### src/rtl/cpu_pkg.sv
// Shared definitions for the 16-bit CPU family pipeline.
// Default widths, reset fetch address and opcode constants.
package cpu_pkg;

   localparam int INSTR_W_DEF = 16;
   localparam int ADDR_W_DEF  = 16;

   localparam logic [15:0] RESET_PC_DEF = 16'h0000;

   typedef enum logic [3:0] {
      OP_ALU  = 4'h0,
      OP_ADDI = 4'h1,
      OP_LD   = 4'h2,
      OP_ST   = 4'h3,
      OP_BEQ  = 4'h4,
      OP_BNE  = 4'h5,
      OP_JAL  = 4'h6,
      OP_JR   = 4'h7
   } opcode_e;

   // Opcodes whose resolution may drive a fetch redirect
   function automatic logic is_redirect_op(input opcode_e op);
      return op inside {OP_BEQ, OP_BNE, OP_JAL, OP_JR};
   endfunction

endpackage

### src/rtl/prefetch_fifo.sv
// Prefetch queue: DEPTH-entry circular buffer with flush.
// No bypass; a pushed word is visible at the head next cycle.
module prefetch_fifo
   import cpu_pkg::*;
#(
   parameter int WIDTH = INSTR_W_DEF + ADDR_W_DEF,
   parameter int DEPTH = 4,
   localparam int AW   = $clog2(DEPTH),
   localparam int CW   = AW + 1
) (
   input  logic             clk,
   input  logic             rst_n,
   input  logic             flush,
   input  logic             push,
   input  logic [WIDTH-1:0] wdata,
   input  logic             pop,
   output logic [WIDTH-1:0] rdata,
   output logic [CW-1:0]    count,
   output logic             empty
);

   logic [WIDTH-1:0] mem_q [DEPTH];
   logic [WIDTH-1:0] mem_d [DEPTH];
   logic [AW-1:0]    wr_q, wr_d;
   logic [AW-1:0]    rd_q, rd_d;
   logic [CW-1:0]    cnt_q, cnt_d;

   always_comb begin
      mem_d = mem_q;
      wr_d  = wr_q;
      rd_d  = rd_q;
      cnt_d = cnt_q;
      if (flush) begin
         wr_d  = '0;
         rd_d  = '0;
         cnt_d = '0;
      end else begin
         if (push) begin
            mem_d[wr_q] = wdata;
            wr_d        = wr_q + AW'(1);
         end
         if (pop) begin
            rd_d = rd_q + AW'(1);
         end
         cnt_d = cnt_q + CW'(push) - CW'(pop);
      end
   end

   always_ff @(posedge clk or negedge rst_n) begin
      if (!rst_n) begin
         for (int i = 0; i < DEPTH; i++) begin
            mem_q[i] <= '0;
         end
         wr_q  <= '0;
         rd_q  <= '0;
         cnt_q <= '0;
      end else begin
         mem_q <= mem_d;
         wr_q  <= wr_d;
         rd_q  <= rd_d;
         cnt_q <= cnt_d;
      end
   end

   assign rdata = mem_q[rd_q];
   assign count = cnt_q;
   assign empty = (cnt_q == '0);

endmodule

### src/rtl/if_prefetch_unit.sv
// Instruction fetch stage: fetch PC, 1-cycle imem issue/response,
// prefetch queue and valid/ready hand-off to decode with redirect.
module if_prefetch_unit
   import cpu_pkg::*;
#(
   parameter int                INSTR_W  = INSTR_W_DEF,
   parameter int                ADDR_W   = ADDR_W_DEF,
   parameter int                DEPTH    = 4,
   parameter logic [ADDR_W-1:0] RESET_PC = ADDR_W'(RESET_PC_DEF)
) (
   input  logic               Clk,
   input  logic               Rst,
   output logic               imem_en,
   output logic [ADDR_W-1:0]  imem_addr,
   input  logic [INSTR_W-1:0] imem_rdata,
   input  logic               redirect_valid,
   input  logic [ADDR_W-1:0]  redirect_pc,
   output logic               id_valid,
   input  logic               id_ready,
   output logic [INSTR_W-1:0] id_instr,
   output logic [ADDR_W-1:0]  id_pc,
   output logic [ADDR_W-1:0]  id_pc_next
);

   localparam int W  = INSTR_W + ADDR_W;
   localparam int CW = $clog2(DEPTH) + 1;
   localparam int OW = CW + 1;
   localparam logic [OW-1:0] DEPTH_O = OW'(DEPTH);

   logic [ADDR_W-1:0] pc_q, pc_d;
   logic [ADDR_W-1:0] tag_q, tag_d;
   logic              infl_q, infl_d;
   logic [W-1:0]      last_q, last_d;
   logic [ADDR_W-1:0] lnext_q, lnext_d;

   logic [W-1:0]      head;
   logic [CW-1:0]     count;
   logic              empty;
   logic              pop;
   logic              push;
   logic              issue;
   logic [OW-1:0]     occ;

   always_comb begin
      pop   = id_valid & id_ready & ~redirect_valid;
      push  = infl_q & ~redirect_valid;
      occ   = {1'b0, count} + OW'(infl_q) - OW'(pop);
      issue = ~redirect_valid & (occ < DEPTH_O);
      // Outputs sit at reset values while Rst is held low
      imem_en   = Rst & (redirect_valid | issue);
      imem_addr = (Rst & redirect_valid) ? redirect_pc : pc_q;
      pc_d = pc_q;
      if (redirect_valid) begin
         pc_d = redirect_pc + ADDR_W'(1);
      end else if (issue) begin
         pc_d = pc_q + ADDR_W'(1);
      end
      infl_d = imem_en;
      tag_d  = imem_en ? imem_addr : tag_q;
   end

   prefetch_fifo #(
      .WIDTH (W),
      .DEPTH (DEPTH)
   ) u_fifo (
      .clk   (Clk),
      .rst_n (Rst),
      .flush (redirect_valid),
      .push  (push),
      .wdata ({imem_rdata, tag_q}),
      .pop   (pop),
      .rdata (head),
      .count (count),
      .empty (empty)
   );

   // Hold the last shown head so outputs stay put when empty
   always_comb begin
      last_d  = last_q;
      lnext_d = lnext_q;
      if (!empty) begin
         last_d  = head;
         lnext_d = head[ADDR_W-1:0] + ADDR_W'(1);
      end
   end

   always_ff @(posedge Clk or negedge Rst) begin
      if (!Rst) begin
         pc_q    <= RESET_PC;
         tag_q   <= '0;
         infl_q  <= 1'b0;
         last_q  <= '0;
         lnext_q <= '0;
      end else begin
         pc_q    <= pc_d;
         tag_q   <= tag_d;
         infl_q  <= infl_d;
         last_q  <= last_d;
         lnext_q <= lnext_d;
      end
   end

   always_comb begin
      id_valid   = ~empty;
      id_instr   = empty ? last_q[W-1:ADDR_W] : head[W-1:ADDR_W];
      id_pc      = empty ? last_q[ADDR_W-1:0] : head[ADDR_W-1:0];
      id_pc_next = empty ? lnext_q : head[ADDR_W-1:0] + ADDR_W'(1);
   end

endmodule

### config.mk
export PLATFORM = sky130hd
export DESIGN_NAME = if_prefetch_unit
export DESIGN_NICKNAME = d
export VERILOG_FILES = /design/src/rtl/cpu_pkg.sv /design/src/rtl/prefetch_fifo.sv /design/src/rtl/if_prefetch_unit.sv
export SDC_FILE = /design/constraint.sdc
export NUM_CORES = 1
export LEC_CHECK = 0
export ABC_AREA = 1
export CAP_MARGIN = 40
export CORE_UTILIZATION = 49
export DETAILED_ROUTE_END_ITERATION = 6
export PLACE_DENSITY = 0.73
export RECOVER_POWER = 50
export SYNTH_ARGS = -nofsm -noshare
export SYNTH_HDL_FRONTEND = slang
export SYNTH_HIERARCHICAL = 1
export SYNTH_SLANG_ARGS = --single-unit
### constraint.sdc
create_clock -name Clk -period 8 [get_ports Clk]
set_input_delay 2 -clock Clk [delete_from_list [all_inputs] [get_ports Clk]]
set_output_delay 2 -clock Clk [all_outputs]
set_load 0.05 [all_outputs]
==> results_dict.tcl <==
set metrics [dict create \
    reg2reg_depth 12 \
    regToRegSetupSlack_ns 4.27 \
    drc 0 \
    ys_warn_count 6 \
    cts_root_buf "clkbuf_16" \
    r2r_start "u_fifo/rd_q[0]$_DFFE_PN0P_" \
    tritoncts "done" \
    drv_slew 147 \
    die_h_um 151.3 \
    antenna_left 0 \
    die_area_sq_mm 0.02288 \
    path_class "flop to primary output" \
    power.density_mw_per_mm2 441.2 \
    first_pass_iters 6 \
    hold_viol_final 0 \
    cts_hold_buffers 0 \
    finalCriticalPeriod_ns 6.979 \
    routed_wl_um 23910 \
    setup_viol 0 \
    end_kind "primary output" \
    status "finished, violations left" \
    synth_flop_cell "dfrtp_1" \
    grt.total_usage 0.2173 \
    first_iter_violations 551 \
    finClkSkew_ns 0.01095 \
    cts_buffer_depth 3 \
    ys_seq_elements 216 \
    rows 54 \
    cp.required_ns 6.00 \
    hold_depth 2 \
    place.gp.congestion 0.8534 \
    multi_input_area_sq_mm 0.004389 \
    clk_pin_slew_ns 0.06 \
    cts_buffers 24 \
    rsz0062_at_grt "no" \
    regArea_sq_mm 0.005405 \
    core_area_sq_mm 0.02182 \
    diodes 0 \
    area_growth_pct 16.54 \
    die_x_um 151.3 \
    cts.sinks 216 \
    clock_latency_ns 0.51 \
    nets 1449 \
    crit_path_max_fanout 52 \
    cts_resized 0 \
    hold_path.class "flop to flop" \
    arrival_ns 4.98 \
    worstHoldStart "tag_q[11]$_DFFE_PN0P_" \
    io_buffers 101 \
    syn_area_sq_mm 0.01092 \
    max_slew.worst_pin.slew_ns 3.504 \
    worst_slack_ns 1.021 \
    synth-async-reset-ratio 1.000 \
    final_core_util 0.5829 \
    max-slew-margin-rel -1.336 \
    yosysSeqAreaShare 0.4952 \
    fillers 1931 \
    startpoint_type "flop" \
    htreeDepth 1 \
    grt_max_degree 147 \
    vias 8730 \
    dpl_worst_slack_ns 1.132 \
    power.leakage_nw 6.501 \
    rr_endpoint "lnext_q[14]$_DFF_PN0_" \
    grt_pass1_vias 8063 \
    grt_pass1_wl_um 39940 \
    start_util 0.5002 \
    io-pin-count 102 \
    cts_setup_buffers 0 \
    vias_per_cell 5.138 \
    tns_ns 0 \
    ir_worst_vdd_v 0.0002162 \
    postSynthCellCount 1337 \
    violations "capacitance limit, slew limit" \
    dp_hpwl_um 15160 \
    drv_cap 1 \
    antenna_found_initial 0 \
    syn-num-nets 1385 \
    post-route-period-util 0.8723 \
    post_drt_wl_per_cell_um 14.07 \
    grt_overflow 0 \
    drive_gt1_frac 0.1015 \
    ys_types 40 \
    hold_path_end "tag_q[11]$_DFFE_PN0P_" \
    max_freq_mhz 143.3 \
    syn-mean-instance-area_sq_um 8.164 \
    synth_edf_count 0 \
]
==> where the power goes <==
group | total, mW | leakage, nW | internal, mW | switching, mW
sequential | 1.64 | 2.82 | 1.46 | 0.186
clock | 1.17 | 0.415 | 0.733 | 0.432
combinational | 2.80 | 3.26 | 0.854 | 1.95
==> cell families (layout without fill, tap and decap cells) <==
group,count (synthesis),count (layout),share of synthesized area
adder cells (fa/ha/maj),12,12,0.01444
XOR/XNOR,1,1,0.0008025
multiplexers,2,2,0.001834
AO/OA/AOI/OAI,254,254,0.1473
buffers and inverters,230,312,0.1034
flip-flops,216,216,0.4952
AND/OR/NAND/NOR,622,622,0.2370
==> placed cells by master (no fill, tap or decap), drive strengths merged <==
cell / instances
clkinvlp: 3
fa: 1
a22oi: 1
a21boi: 1
o31ai: 3
a31oi: 1
nor3: 2
nand3: 48
clkdlybuf4s50: 99
clkinv: 3
bufinv: 3
or2: 1
nand2: 527
nand4: 5
a21o: 1
o21a: 1
inv: 156
clkbuf: 38
dfrtp: 216
xor2: 1
ha: 11
o211ai: 64
nor2: 39
o2111ai: 1
a21oi: 8
buf: 10
o21ai: 173
mux2i: 2
==> layer usage <==
layer | GRT usage | part of all wire
met5 | 0 | 0
met4 | 0.04150 | 0.011
met3 | 0.03102 | 0.066
met2 | 0.3329 | 0.43
met1 | 0.3277 | 0.50
==> cells in the mapped netlist, types with 4 or more instances <==
master,n,area (sq um)
buf_1,4,15.01
o21ai_2,41,359.1
clkbuf_1,8,30.03
nand2_4,6,67.56
nor2_4,4,45.04
buf_6,28,315.3
o21ai_0,33,165.2
o211ai_1,64,480.5
a21oi_1,8,40.04
nor2_1,32,120.1
nand2_2,28,175.2
ha_1,11,137.6
nand2_1,493,1851
dfrtp_1,216,5405
inv_2,5,18.77
nand3_1,46,230.2
o21ai_1,99,495.5
nand4_1,5,31.28
inv_1,151,566.8
buf_2,30,150.1
==> stage by stage <==
step / std cells / instance area [sq um] / hold WS, ns / power [mW]
2_1_floorplan: 1337 / 10920 / 0.4419 / 3.629
3_3_place_gp: 1653 / 11830 / 0.4550 / 4.401
3_5_place_dp: 1655 / 11880 / 0.4619 / 4.457
4_1_cts: 1699 / 12740 / 0.4757 / 5.649
5_1_grt: 1699 / 12720 / 0.4937 / 5.994
6_report: 1699 / 12720 / 0.4699 / 5.612
==> worst max-delay path by stage <==
stage	start	to	slack, ns
3_3_place_gp	redirect_valid	imem_addr[8]	1.24
6_report	u_fifo/rd_q[0]$_DFFE_PN0P_	id_pc_next[14]	1.02
5_1_grt	u_fifo/rd_q[0]$_DFFE_PN0P_	id_pc_next[14]	0.58
2_1_floorplan	redirect_valid	imem_en	2.07
4_1_cts	redirect_valid	imem_addr[4]	1.11
3_5_place_dp	redirect_valid	imem_addr[4]	1.13
==> final cells by class <==
class	instances	share of cell area
clock buffer	37	0.05823
clock inverter	7	0.009049
inverter	158	0.04692
multi-input combinational	891	0.3450
sequential	216	0.4249
tap	280	0.02754
timing repair buffer	110	0.08832
==> critical path, cell delays in order (launching register included) <==
cell             delay (ns)
dfrtp_1                0.40
clkinvlp_2             1.02
buf_12                 0.56
buf_4                  0.31
nand2_1                0.11
o211ai_1               0.09
nand2_1                0.19
nand2_1                0.10
nor2_1                 0.14
nand3_1                0.13
nor2_1                 0.17
nand4_1                0.13
o21ai_0                0.27
clkdlybuf4s50_1        0.85
==> registers in the layout, summed over array words and instances (netlist names) <==
register      flops
infl_q            1
last_q           32
lnext_q          16
pc_q             16
tag_q            16
u_fifo/count      3
u_fifo/mem_q    128
u_fifo/rd_q       2
u_fifo/wr_q       2
(Power assumes the default switching activity.)
